File: config.mk
export PLATFORM = sky130hd
export DESIGN_NAME = ofm_packer
export DESIGN_NICKNAME = d
export VERILOG_FILES = /design/src/rtl/ofm_packer.sv
export SDC_FILE = /design/constraint.sdc
export NUM_CORES = 1
export LEC_CHECK = 0
export ABC_CLOCK_PERIOD_IN_PS = 3250
export CAP_MARGIN = 20
export CORE_MARGIN = 5
export CORE_UTILIZATION = 45
export CTS_CLUSTER_SIZE = 12
export DETAILED_ROUTE_END_ITERATION = 8
export SLEW_MARGIN = 30
export SYNTH_ARGS = -nofsm -noshare
export SYNTH_HDL_FRONTEND = slang
export SYNTH_SLANG_ARGS = --single-unit
File: constraint.sdc
create_clock -name clk -period 3.25 [get_ports clk]
set_input_delay 0.975 -clock clk [delete_from_list [all_inputs] [get_ports clk]]
set_output_delay 0.975 -clock clk [all_outputs]
set_load 0.02 [all_outputs]
File: src/rtl/ofm_packer.sv
// OFM element packer: gathers DATA_WIDTH elements into BYTES_PER_WORD-lane words
// and queues them in a small first-word-fall-through FIFO toward a ready/valid sink.
module ofm_packer #(
  parameter int DATA_WIDTH     = 8,
  parameter int BYTES_PER_WORD = 4,
  parameter int FIFO_DEPTH     = 4,
  parameter int COUNT_WIDTH    = 16
) (
  input  logic                                 clk,
  input  logic                                 rst_n,
  input  logic                                 start,
  input  logic                                 ofm_valid,
  input  logic signed [DATA_WIDTH-1:0]         ofm_input,
  input  logic                                 layer_last,
  output logic                                 out_valid,
  input  logic                                 out_ready,
  output logic [DATA_WIDTH*BYTES_PER_WORD-1:0] out_data,
  output logic                                 out_last,
  output logic                                 busy,
  output logic                                 done,
  output logic                                 overflow,
  output logic [COUNT_WIDTH-1:0]               word_count
);

  localparam int WW = DATA_WIDTH * BYTES_PER_WORD;
  localparam int AW = $clog2(FIFO_DEPTH);
  localparam int LW = $clog2(BYTES_PER_WORD);

  typedef enum logic [1:0] {IDLE, PACK, DRAIN} state_t;

  state_t        state, state_next;
  logic [LW-1:0] lane;
  logic [WW-1:0] pack_reg;
  logic [WW-1:0] word_next;
  logic [WW:0]   mem [FIFO_DEPTH];
  logic [AW:0]   wr_ptr, rd_ptr;
  logic          fifo_empty, fifo_full;
  logic          pop, take, complete, push, drain_exit;
  logic [WW:0]   head;

  assign fifo_empty = (wr_ptr == rd_ptr);
  assign fifo_full  = (wr_ptr[AW] != rd_ptr[AW]) && (wr_ptr[AW-1:0] == rd_ptr[AW-1:0]);
  assign head       = mem[rd_ptr[AW-1:0]];

  // Head is gated so the word bus reads zero whenever nothing is queued.
  assign out_valid  = !fifo_empty;
  assign out_data   = out_valid ? head[WW-1:0] : '0;
  assign out_last   = out_valid & head[WW];

  assign pop        = out_valid & out_ready;
  assign take       = (state == PACK) & ofm_valid & ~start;
  assign complete   = take & ((lane == LW'(BYTES_PER_WORD - 1)) | layer_last);
  assign push       = complete & (~fifo_full | pop);
  // A dropped last word leaves nothing to hand off, so an empty FIFO also ends the layer.
  assign drain_exit = (state == DRAIN) & (fifo_empty | (pop & out_last));

  always_comb begin
    word_next = pack_reg;
    word_next[int'(lane)*DATA_WIDTH +: DATA_WIDTH] = ofm_input;
  end

  always_ff @(posedge clk or negedge rst_n) begin
    if (!rst_n) state <= IDLE;
    else        state <= state_next;
  end

  always_comb begin
    state_next = state;
    if (start) begin
      state_next = PACK;
    end else begin
      case (state)
        IDLE:    state_next = IDLE;
        PACK:    if (take && layer_last) state_next = DRAIN;
        DRAIN:   if (drain_exit) state_next = IDLE;
        default: state_next = IDLE;
      endcase
    end
  end

  always_comb begin
    busy = (state != IDLE);
    done = drain_exit & ~start;
  end

  always_ff @(posedge clk or negedge rst_n) begin
    if (!rst_n) begin
      lane       <= '0;
      pack_reg   <= '0;
      wr_ptr     <= '0;
      rd_ptr     <= '0;
      word_count <= '0;
      overflow   <= 1'b0;
    end else if (start) begin
      lane       <= '0;
      pack_reg   <= '0;
      wr_ptr     <= '0;
      rd_ptr     <= '0;
      word_count <= '0;
      overflow   <= 1'b0;
    end else begin
      if (take) begin
        if (complete) begin
          lane     <= '0;
          pack_reg <= '0;
        end else begin
          lane     <= lane + LW'(1);
          pack_reg <= word_next;
        end
      end
      if (push) wr_ptr <= wr_ptr + (AW+1)'(1);
      if (pop) begin
        rd_ptr     <= rd_ptr + (AW+1)'(1);
        word_count <= word_count + COUNT_WIDTH'(1);
      end
      if (complete && !push) overflow <= 1'b1;
    end
  end

  always_ff @(posedge clk) begin
    if (push) mem[wr_ptr[AW-1:0]] <= {layer_last, word_next};
  end

endmodule

# Yosys cells after proc, flatten, opt, wreduce, memory -nomap -nowiden
# Memory sizes are Yosys's and may differ from the RTL's.
# Index checks and enable logic that the tools add are counted.
# W data, S select, Z words.
# totals
regBits	59
mem_bits_rw	132
output_inout_bits	53
elab_cells	70
n_memories	1
# op_classes
addsub	5
n_eq_ne	8
n_shift	2
muxes	22
n_bitwise	14
n_reduce_logical	11
# mem_list
name	depth	word_bits	rd	rd_clocked_by_memory_dff	wr	line	rtl
mem	4	33	1	0	1	35	logic [WW:0] mem [FIFO_DEPTH];
# op_table
op	n
$mux W32	4
$neg A5 Y33	1
$shift A8 B33 Y32 const A	1
$shiftx A8 B33 Y32	1
$bwmux W32	1
$mux W16	2
$add A16 B1 Y16 const B	1
$mux W2	6
$mux W3	4
$reduce_bool A2 Y1	5
$and A1 B1 Y1	9
$add A3 B1 Y3 const B	2
$eq A2 B2 Y1 const B	2
$mux W1	4
$pmux W2 S2	1
$eq A3 B3 Y1	1
$logic_and A1 B1 Y1	3
$ne A3 B2 Y1 const B	1
$ne A3 B3 Y1 const B	1
$or A1 B1 Y1	3
$add A2 B1 Y2 const B	1
$eq A2 B1 Y1 const B	1
$eq A2 B2 Y1	1
$logic_not A1 Y1	2
other kinds (3)	4

# Logic depth before layout (Yosys ltp)
# logic_depth
word_depth	9
ltp_mapped	7
depth_no_buf	6

# Worst setup path before layout
# No wires, ideal clock.
# synth_path
kind	input port to flip-flop
start	input start
end	memory mem[3][0] (netlist name) (enable)
arrival_ns	2.396
required_ns	2.855
path_slack_ns	0.459
path_stages	3
path_cell_list	and4bb_2 o41a_1 and3_1
# synth_between
elab_chain_cells	6
# synth_lines
element	line	rtl
start: declaration	11	input logic start,
$not A1 Y1	51	assign take = (state == PACK) & ofm_valid & ~start;
$and A1 B1 Y1	51	
$and A1 B1 Y1	52	assign complete = take & ((lane == LW'(BYTES_PER_WORD - 1)) | layer_last);
$and A1 B1 Y1	53	assign push = complete & (~fifo_full | pop);
$mux W1	121	if (push) mem[wr_ptr[AW-1:0]] <= {layer_last, word_next};
$mux W1 (not written as such)	121	
end: declaration	35	
# No other way between the ends.

# Worst setup path in the final report
# layout_path
start	register rd_ptr[0]
end	output out_data[29]
# layout_between
elab_chain_cells	2
elab_cells_between_ends	3
cone_classes	1 x eq/ne; 1 x mux; 1 x memory
# layout_lines
element	line	rtl
start: declaration	36	logic [AW:0] wr_ptr, rd_ptr;
start signal: assignment	113	rd_ptr <= rd_ptr + (AW+1)'(1);
$mem_v2 Z4 W33 / $eq A3 B3 Y1 (equally long branches)	n/a	
$mux W32 (*)	47	assign out_data = out_valid ? head[WW-1:0] : '0;
end: declaration	17	output logic [DATA_WIDTH*BYTES_PER_WORD-1:0] out_data,
# Every way passes the cells marked *; elsewhere a longest branch is shown, timed or not.

==> impl_metrics.tcl <==
set metrics [dict create \
    outcome "completed" \
    route.detailed.drc 0 \
    timing_worst_slew_pin_value_ns 0.7085 \
    detailedPlacementHpwl_mm 10.84 \
    cp_max_fo 8 \
    register_bit_total_from_synthesis 191 \
    avgSynthCellArea_um2 14.90 \
    fillCellCount 1459 \
    floorplan.rows 49 \
    grt_setup_unrepaired "false" \
    synth_top_area_share_pct 48.54 \
    first_global_vias 4909 \
    critPathCaptureType "output port" \
    syn_nets 573 \
    synth-warning-count 0 \
    max-vdd-ir-drop_mv 0.3888 \
    globalRouteTotalUtil_pct 17.59 \
    wire_per_inst_um 19.37 \
    tritoncts "yes" \
    grt_antenna_before_repair 0 \
    power_per_cell_area_nw_per_um2 519.9 \
    grt_first_pass_wirelength_mm 27.53 \
    postCtsHoldBufs 0 \
    core_um2 17900 \
    io_buffer_count 66 \
    fin_crit_sh_pct 96.25 \
    leak_pwr_nw 3.634 \
    synthToLayoutAreaGrowth_pct 21.30 \
    synthesis.area_um2 8167 \
    cts.sink_count 191 \
    worst_ep_arrival_time_ns 2.15 \
    drt-initial-drc-count 349 \
    timing_hold_violations_final 0 \
    async_reset_ff_share_pct 30.89 \
    synth_area_leader_cell "sky130_fd_sc_hd__edfxtp_1" \
    worst_skew_pair.late_latency_ns 0.43 \
    number_of_flip_flops_under_the_largest_register_name 132 \
    worstSetupStartpointType "flip-flop" \
    hold_path.class "reg -> reg" \
    timing.final.max_slew_violations 0 \
    synthTopCellsByCount "sky130_fd_sc_hd__edfxtp_1, sky130_fd_sc_hd__dfrtp_1, sky130_fd_sc_hd__nand2_1" \
    maxSlewHeadroom_pct 52.26 \
    floorplan.die.width_um 144.7 \
    synth_sequential_area_ratio_pct 66.62 \
    cp_slowest_stage_delay_ns 0.52 \
    detail_route.vias_per_cell 5.451 \
    final.setup.tns_ns 0 \
    dp.cells 840 \
    num_antenna_cells 0 \
    syn-instance-count 548 \
    worstPathCellList "buf_6 -> bufbuf_16 -> mux4_2 -> and2_1 -> buf_2" \
    die_height_um 144.7 \
    ant_nets 0 \
    routed-via-count 4786 \
    area.sequential_um2 5444 \
    post-synth-top-count-cell "sky130_fd_sc_hd__edfxtp_1" \
    fin_util_pct 55.33 \
    final_period_minus_worst_setup_slack_ns 3.128 \
    cts_made_buffers 17 \
    fin_total_pwr_mw 5.150 \
    grt_overflow 0 \
    grt_max_degree 37 \
    initial_utilization_pct 45.62 \
    cts_max_path_buffers 2 \
    cts.root.buffer_cell "sky130_fd_sc_hd__clkbuf_16" \
    max_clk_rate_mhz 319.7 \
    ys_top_cells_by_area "sky130_fd_sc_hd__edfxtp_1, sky130_fd_sc_hd__dfrtp_1, sky130_fd_sc_hd__mux4_2" \
    combined_area_of_the_multi_input_logic_cells_um2 2485 \
    crit_type "reg -> out" \
    detail_route.wirelength_mm 17.01 \
    clock_tree.htree_level_count 4 \
    post_route_cells_drive_above_1_share_pct 19.88 \
    finalSetupViolations 0 \
    ys_types 47 \
    num-nets-final 661 \
    detail_route.first_pass.iterations 7 \
    final_cell_count_no_fill 878 \
    place_congestion 0.8102 \
    fin_skew_ns 0.007611 \
    slowest_stage_cell_on_the_critical_path "sky130_fd_sc_hd__dfrtp_2" \
    synth-edff-count 132 \
    drv.max_cap_violation_count 0 \
    required_ns 2.27 \
    io_pins 67 \
    die_footprint_um2 20940 \
    yosys_most_used_dff "sky130_fd_sc_hd__edfxtp_1" \
    clkSlewWorstSetupHoldPaths_ns 0.06 \
]
cell usage in the layout (no fill, tap or decap), drive strengths merged, types with 4 or more instances in the layout:
cell / instances
nor2b: 4
buf: 47
clkbuf: 22
clkdlybuf4s50: 30
clkinv: 5
edfxtp: 132
nand3: 6
o31ai: 5
nand2: 43
xor2: 9
and3: 6
ha: 11
and2: 33
a22o: 33
dfrtp: 59
dlygate4sd2: 17
or3: 5
nor2: 15
inv: 41
o21ai: 40
a21oi: 11
mux4: 33
where the power goes:
group | internal, mW | total [mW] | switching (mW) | leakage [nW]
Clock | 1.16 | 2.04 | 0.889 | 0.288
Combinational | 0.197 | 0.463 | 0.266 | 1.38
Sequential | 2.63 | 2.64 | 0.0180 | 1.97
Total | 3.98 | 5.15 | 1.17 | 3.63
metrics by stage:
stage               setup slack [ns]  area (um^2)  hold slack [ns]
finish                        0.1219         9906           0.5015
global route                 0.01701         9906           0.5158
CTS                          0.03358         9935           0.5105
detailed placement           -0.1417         9325           0.4911
global placement             -0.1351         9325           0.4875
floorplan                     0.4587         8167           0.4733
worst max-delay path: cells and delay by family, from the launching register on:
family	cells	cell delay, ns
and+or+nand+nor	1	0.16
buffers and inverters	3	0.56
DFF	1	0.52
muxes	1	0.48
cell type report:
| cell class | count | share of cell area (%) |
|---|---|---|
| clock buffer | 22 | 4.901 |
| clock inverter | 10 | 1.036 |
| inverter | 38 | 1.440 |
| multi-input combinational | 291 | 25.09 |
| timing repair buffer | 97 | 9.688 |
| tap | 229 | 2.893 |
| sequential | 191 | 54.96 |
routing by layer:
layer	vias to the layer above	GRT usage [%]	routed length [um]
met2	113	28.70	8401
li1	2226	-	-
met3	19	3.516	848
met1	2428	24.13	7521
met5	-	0	0
met4	0	5.400	240
repair_timing:
item | in CTS | in global routing
gates cloned | 2 | 0
setup endpoints to repair | 35 | 9
gates resized for setup | 87 | 2
pin swaps | 3 | 0
buffers inserted | 5 | 0
cells by family (layout without fill, tap and decap cells):
family / Yosys count / in the layout / synth area share (%)
DFF: 191 / 191 / 66.62
muxes: 39 / 39 / 9.882
and+or+nand+nor: 132 / 132 / 8.687
AOI/OAI and AO/OA: 99 / 99 / 8.365
adders and majority gates: 11 / 11 / 1.685
xor gates and xnor gates: 10 / 10 / 1.624
buffers and inverters: 66 / 167 / 3.141
path summary, 6_finish.rpt:
path,startpoint,to,slack (ns),cells after the start
setup / recovery,rd_ptr[0]$_DFFE_PN0P_,out_data[29],0.12,5
hold / removal,pack_reg[12]$_DFFE_PN0P_,pack_reg[12]$_DFFE_PN0P_,0.50,1
setup reg to reg,lane[0]$_DFFE_PN0P_,mem[1][18]$_DFFE_PP_,1.04,6
hold reg to reg,pack_reg[12]$_DFFE_PN0P_,pack_reg[12]$_DFFE_PN0P_,0.50,1
max in group asynchronous,rst_n,pack_reg[30]$_DFFE_PN0P_,2.02,2
min in group asynchronous,rst_n,rd_ptr[0]$_DFFE_PN0P_,0.54,1
Note: power is estimated with default switching activity, not from simulation.
